[src/rtl/systolic_seq_ctrl.sv]
// Sequencer for a 4x4 systolic array: loads 16 B and 4 A operand words,
// runs the array for SHIFT_CYCLES, and hands the bottom partial sums out on a valid/ready stream.
module systolic_seq_ctrl #(
   parameter int SHIFT_CYCLES = 7
) (
   input  logic        Clock,
   input  logic        rst_n,
   input  logic        start,
   input  logic        abort,
   output logic        busy,
   output logic        done,
   input  logic        in_valid,
   output logic        in_ready,
   input  logic [15:0] in_data,
   output logic        external_we,
   output logic        sel_a_or_b,
   output logic [3:0]  b_sel,
   output logic [1:0]  a_sel,
   output logic [15:0] external_wdata,
   output logic        data_clear,
   output logic        en_shift_right,
   output logic        en_shift_bottom,
   input  logic [63:0] ps_bottom_in,
   output logic        res_valid,
   input  logic        res_ready,
   output logic [63:0] res_data
);

   typedef enum logic [2:0] {
      IDLE,
      CLEAR,
      LOAD_B,
      LOAD_A,
      SHIFT,
      OUTPUT,
      DONE
   } state_t;

   localparam logic [7:0] SHIFT_LAST = 8'(SHIFT_CYCLES - 1);

   state_t      state, state_nxt;
   logic [4:0]  cnt, cnt_nxt;
   logic [7:0]  shift_cnt, shift_cnt_nxt;
   logic        capture;
   logic [63:0] res_data_p0;

   // state register and result capture
   always_ff @(posedge Clock) begin
      if (!rst_n) begin
         state       <= IDLE;
         cnt         <= '0;
         shift_cnt   <= '0;
         res_data_p0 <= '0;
      end else begin
         state     <= state_nxt;
         cnt       <= cnt_nxt;
         shift_cnt <= shift_cnt_nxt;
         if (capture) res_data_p0 <= ps_bottom_in;
      end
   end

   always_comb begin
      state_nxt       = state;
      cnt_nxt         = cnt;
      shift_cnt_nxt   = '0;
      capture         = 1'b0;
      busy            = 1'b0;
      done            = 1'b0;
      in_ready        = 1'b0;
      external_we     = 1'b0;
      sel_a_or_b      = 1'b0;
      b_sel           = '0;
      a_sel           = '0;
      external_wdata  = '0;
      data_clear      = 1'b0;
      en_shift_right  = 1'b0;
      en_shift_bottom = 1'b0;
      res_valid       = 1'b0;

      case (state)
         IDLE: begin
            if (start) begin
               state_nxt = CLEAR;
               cnt_nxt   = '0;
            end
         end
         CLEAR: begin
            data_clear = 1'b1;
            state_nxt  = LOAD_B;
            cnt_nxt    = '0;
         end
         LOAD_B: begin
            // an abort in the same cycle refuses the word so nothing reaches the array
            in_ready = !abort;
            if (in_valid && !abort) begin
               external_we    = 1'b1;
               b_sel          = cnt[3:0];
               external_wdata = in_data;
               if (cnt == 5'd15) begin
                  state_nxt = LOAD_A;
                  cnt_nxt   = '0;
               end else begin
                  cnt_nxt = cnt + 5'd1;
               end
            end
         end
         LOAD_A: begin
            in_ready = !abort;
            if (in_valid && !abort) begin
               external_we    = 1'b1;
               sel_a_or_b     = 1'b1;
               a_sel          = cnt[1:0];
               external_wdata = in_data;
               if (cnt == 5'd3) begin
                  state_nxt = SHIFT;
                  cnt_nxt   = '0;
               end else begin
                  cnt_nxt = cnt + 5'd1;
               end
            end
         end
         SHIFT: begin
            en_shift_right  = 1'b1;
            en_shift_bottom = 1'b1;
            shift_cnt_nxt   = shift_cnt + 8'd1;
            if (shift_cnt == SHIFT_LAST) begin
               capture       = 1'b1;
               shift_cnt_nxt = '0;
               state_nxt     = OUTPUT;
            end
         end
         OUTPUT: begin
            res_valid = 1'b1;
            if (res_ready) state_nxt = DONE;
         end
         DONE: begin
            done      = 1'b1;
            state_nxt = IDLE;
         end
         default: begin
            state_nxt = IDLE;
            cnt_nxt   = '0;
         end
      endcase

      busy = (state != IDLE);

      if (abort) begin
         state_nxt     = IDLE;
         cnt_nxt       = '0;
         shift_cnt_nxt = '0;
         capture       = 1'b0;
      end

      // outputs read as zero for the whole cycle in which reset is asserted
      if (!rst_n) begin
         busy            = 1'b0;
         done            = 1'b0;
         in_ready        = 1'b0;
         external_we     = 1'b0;
         sel_a_or_b      = 1'b0;
         b_sel           = '0;
         a_sel           = '0;
         external_wdata  = '0;
         data_clear      = 1'b0;
         en_shift_right  = 1'b0;
         en_shift_bottom = 1'b0;
         res_valid       = 1'b0;
      end
   end

   assign res_data = rst_n ? res_data_p0 : '0;

endmodule

[config.mk]
export PLATFORM = sky130hd
export DESIGN_NAME = systolic_seq_ctrl
export DESIGN_NICKNAME = d
export VERILOG_FILES = /design/src/rtl/systolic_seq_ctrl.sv
export SDC_FILE = /design/constraint.sdc
export NUM_CORES = 1
export LEC_CHECK = 0
export CORE_UTILIZATION = 43
export CTS_CLUSTER_SIZE = 12
export DETAILED_ROUTE_END_ITERATION = 10
export PLACE_DENSITY = 0.82
export SYNTH_ARGS = -nofsm -noshare
export SYNTH_HDL_FRONTEND = slang
export SYNTH_SLANG_ARGS = --single-unit
export TNS_END_PERCENT = 50
[constraint.sdc]
create_clock -name Clock -period 1.9 [get_ports Clock]
set_input_delay 0.19 -clock Clock [delete_from_list [all_inputs] [get_ports Clock]]
set_output_delay 0.19 -clock Clock [all_outputs]
set_load 0.03 [all_outputs]
Yosys cells after proc, flatten, opt, wreduce, memory -nomap -nowiden
Index checks and enable logic that the tools add are counted.
Word-level totals
  latch bits: 0
  bits of input ports: 86
  flip-flop bits (word level): 80
  bits in read-only memories: 0
  memories: 0
  word-level logic and storage cells: 78
  output and inout bits: 95
  bits in writable memories: 0
Operators by class
  muxes and demuxes: 43
  reduce and logical (&&, ||, !) cells: 10
  add/subtract/negate cells: 2
  equality and inequality tests: 16
  $lt $le $gt $ge: 0
  bitwise operators: 3
  div/mod/pow operators: 0
  multipliers: 0
  shifts and indexed selects: 0
Operators by type and width (count)
  64-bit 2-to-1 mux: 1
  16-bit 2-to-1 mux: 3
  5-bit 2-to-1 mux: 5
  3-bit 2-to-1 mux: 7
  5-bit case mux with 4 select lines: 1
  1-bit 2-to-1 mux: 19
  3-bit case mux with 6 select lines: 1
  2-bit inequality test, second input constant: 7
  4-bit 2-to-1 mux: 3
  3-bit equality test, second input constant: 3
  8-bit by 1-bit adder with 8-bit output, second input constant: 1
  8-bit by 3-bit equality test with 1-bit output, second input constant: 1
  7-bit AND reduction: 1
  3-bit by 2-bit equality test with 1-bit output, second input constant: 2
  2-bit 2-to-1 mux: 3
  5-bit by 1-bit adder with 5-bit output, second input constant: 1
  5-bit by 2-bit equality test with 1-bit output, second input constant: 1
  5-bit by 4-bit equality test with 1-bit output, second input constant: 1
  4-bit AND reduction: 1
  2-bit OR reduction: 2
  4-bit OR reduction: 1
  3-bit by 1-bit equality test with 1-bit output, second input constant: 1
  3-bit zero test: 1
  1-bit NOT: 3
  other kinds (4): 4

Logic depth before layout (Yosys ltp)
  depth after elaboration: 5
  gate-level depth with buffers: 8
  gate-level depth less buffers: 8

Worst setup path before layout
Ideal clock, no wire load.
  kind: flip-flop to output port
  start point: reg state[1]
  end point: out b_sel[0]
  buffers on the path: 0
  arrival time: 1772 ps
  stages on the path, launching flop included: 6
  setup slack: -62 ps
  required time: 1710 ps
  path through: dfxtp_1 -> nor2b_1 -> nand2_2 -> inv_2 -> nand2_1 -> nor3b_1
Between the ends
  longest elaborated chain between the ends: 3
Ends and longest elaborated chain
  start: declaration: RTL line 41  | state_t state, state_nxt;
  start signal: assignment: RTL line 55  | state <= state_nxt;
  3-bit by 2-bit equality test with 1-bit output: RTL line 80  | case (state)
  4-bit 2-to-1 mux: RTL line 80
  4-bit 2-to-1 mux: RTL line 156  | if (!rst_n) begin
  end: declaration: RTL line 17  | output logic [3:0] b_sel,
No other way between the ends.

Worst setup path after layout
  start point: reg state[1]
  end point: out b_sel[2]
Same word-level chain as after synthesis.

==> metrics.md <==
| Metric | Value |
|---|---|
| Status | complete, no violations |
| Sequential share of power | 48.9% |
| Worst r2r src | cnt[0] |
| Share of the synthesized area in the top cell type | 36.6% |
| CP cell instances | nor2b_4 -> nand2_2 -> inv_2 -> nand2_8 -> nor3b_1 -> buf_4 |
| PortBufs | between 150 and 200 |
| Antenna violations before repair | 0 |
| Crit. Startpoint | state[1] |
| Internal Power | 2.70 mW |
| Mapped cell area | about 0.0044 sq mm |
| Flops & latches, synth | 80 |
| CTS tree | yes |
| Post-route ant nets | 0 |
| H-tree Lvls | 3 |
| Synth unique cells | 45 |
| Fin nets | 767 |
| Die H | 103 um |
| Clock network fraction of design power | 41.0% |
| Largest net degree at the start of global routing | 74 |
| Die W | approximately 100 um |
| Hold crit path type | input port to flop |
| Worst EP required | about 1700 ps |
| Most common flop cell mapped by yosys | dfxtp_1 |
| Critical Path AT | approximately 1700 ps |
| WL final | 11300 um |
| Drc violations | 0 |
| Average cell area after synthesis | around 8.9 sq um |
| GRT Residual Overflow | 0 |
| Post-synth ARST share | 0% |
| Sequential area share after synthesis | 36.6% |
| Post-synth net total | 586 |
| Rows | 36 |
| Worst slack, placed | ~16 ps |
| WL per Instance | 13.9 um |
| Slowest CP cell | dfxtp_2 |
| Vias in the first global route | 3616 |
| Hold path start | rst_n |
| Switch Pwr | 729 uW |
| Setup violators final | 0 |
| Clock transition at the registers of the reported paths | 80 ps |
| Clk_lat worst skew | 350 ps |
| I/O Pins | 181 |
| Fmax | 542 MHz |
| Multi-input gate area | 0.00254 sq mm |
| First-pass GRT wire length | 16800 um |
| Yosys warns | 0 |
| Crit path capture type | output port |
| Sequential cell area | 0.00161 sq mm |
| Worst hold slack | 384 ps |
| Post-synth EDFFs | 0 |
| Core ar. | approximately 0.0098 sq mm |
| Relative slew slack | between 60% and 70% |
| Gr usage total | 20.4% |
| Post-Route Utilization | 65.7% |
| Detailed-route via count | between 3000 and 4000 |
| Fillers | roughly 840 |
| Hold buffers post-CTS | 0 |
| Gpl congestion | 0.944 |
| CP bufs+invs | 2 |
| Clock Tree Root | clkbuf_8 |
| Final period util | between 90 and 100% |
| Number of max-cap violations | 0 |
| Starting Density | 44.5% |
| Clock Sinks | 80 |
| VDD IR max | 303 uV |
| Fraction of layout cells with a size suffix above 1 | about a third |
| Cell taking the most area after synthesis | dfxtp_1 |
| Synth top area cells | dfxtp_1, a21boi_2, and2_1 |
| Net Sw Frac | about a fifth |
| CP max FO | 8 |
| Clk_skew | ~8.4 ps |
| Final Max Slew Viols | 0 |
| Min Clock Period, post-route | 1850 ps |
| First DRT Iteration DRCs | 112 |
| Antenna Diode Count | 0 |
| Setup ws final | 54.1 ps |
| Router iterations before antenna repair | 5 |
| Crit path launch type | flop |
| Worst slew pin tran | 517 ps |
| Clk buf depth | 2 |
| Area growth syn-to-layout | 47.6% |
| Overall die area | around 0.011 sq mm |
| Synth Instances | 494 |
| Hold Vio Cnt, Final | 0 |
| Post-synth top cells | nand2_1, and2_1, dfxtp_1 |
| Placed wire-length estimate | approximately 7900 um |
| Via density | a little under 5 |
| Logic pwr share | approximately a tenth |
| Cell family with the largest share of critical-path delay | simple AND/OR/NAND/NOR gates |
| Most frequent cell after synthesis | nand2_1 |
| Setup CP Type | flop to output port |
| RSZ-0062 raised after global routing | yes |
| Static Leak | roughly 2.4 nW |
| Num CTS Buffers | 9 |
| Power Total | approximately 3.4 mW |
| Power Density | ~530 mW/mm^2 |
| Critical Path Max Stage Delay | 350 ps |
| Setup TNS | 0 ps |
## power groups by stage
stage	Combinational [mW]	Clock, mW	Sequential, mW
after floorplan	0.111	0	1.72
after global placement	0.333	0	1.72
after detailed placement	0.337	0	1.72
after CTS	0.340	1.46	1.68
after global routing	0.367	1.53	1.68
final	0.344	1.41	1.68
## cell type report
class	count	share of cell area, %
repair buffers	203	29.0
multi-input cells	371	39.4
inverters	7	0.446
repair inverters	3	0.349
flip-flops and latches	80	24.9
clock buffers	12	2.40
well taps	133	2.58
clock inverters	3	1.01
## flip-flops by register name (all words and copies together) (netlist names)
name and count:
cnt 5, res_data_p0 64, shift_cnt 8, state 3
## worst min-delay path: cells and delay by family
| kind | cells | cell delay [ps] |
|---|---|---|
| buf+inv | 2 | 350 |
| compound gates | 1 | 150 |
## final timing paths
check                          to  cells after the start  slack [ps]
hold / removal    res_data_p0[60]                      3         380
setup reg to reg           cnt[0]                      8          80
setup / recovery         b_sel[2]                      6          50
hold reg to reg   res_data_p0[63]                      2         460
## what timing repair did
item / in CTS / in global routing
gates resized for setup: 5 / 9
pin swaps: 0 / 3
cloned: 2 / 3
setup endpoints to repair: 24 / 38
buffers inserted: 0 / 1
## routing by layer
| layer | vias to the layer above | routed length (um) | part of all wire (%) | global-route usage (%) |
|---|---|---|---|---|
| li1 | 1957 | - | - | - |
| met3 | 9 | 948 | 8.4 | 6.10 |
| met1 | 1820 | 4480 | 40 | 23.1 |
| met4 | 0 | 123 | 1.1 | 7.15 |
| met2 | 150 | 5710 | 51 | 36.2 |
| met5 | - | 0 | 0 | 0 |
## metrics by stage
step | instance area (sq um) | std cells
final | 6460 | 812
after detailed placement | 6110 | 791
after floorplan | 4370 | 494
after global placement | 6110 | 791
after CTS | 6360 | 808
after global routing | 6460 | 812
## kinds of logic (layout without fill, tap and decap cells)
| group | count (synthesis) | in the layout | share of synthesized area [%] |
|---|---|---|---|
| and+or+nand+nor | 275 | 275 | 34.4 |
| AOI/OAI and AO/OA | 83 | 83 | 19.6 |
| DFF | 80 | 80 | 36.6 |
| buffers and inverters | 43 | 228 | 6.24 |
| adders and majority gates | 6 | 6 | 1.72 |
| xor gates and xnor gates | 6 | 6 | 1.20 |
| muxes | 1 | 1 | 0.229 |
## cell usage in the layout (no fill, tap or decap), types with 2 or more instances in the layout
cell / netlist / final
o31ai_1: 2 / 2
nand2b_1: 4 / 4
a21boi_0: 4 / 4
nor3b_2: 1 / 2
a21boi_2: 60 / 60
nand4_1: 2 / 2
bufinv_16: 0 / 2
nor2_1: 14 / 14
buf_4: 1 / 86
nor3_1: 3 / 3
nor3b_1: 6 / 5
dfxtp_2: 0 / 3
nand2_1: 87 / 85
clkbuf_16: 0 / 2
and3_1: 4 / 4
xor2_1: 5 / 5
a21oi_1: 5 / 5
nand3_1: 11 / 10
buf_12: 5 / 3
clkbuf_8: 0 / 11
dfxtp_1: 80 / 77
nor2b_1: 4 / 3
o31a_1: 2 / 2
nor4b_4: 2 / 2
clkinvlp_4: 0 / 3
ha_1: 6 / 6
clkdlybuf4s50_1: 0 / 111
inv_1: 5 / 5
and2_1: 82 / 82
nand2_2: 51 / 52
o22ai_1: 2 / 2
(Power assumes the default switching activity.)
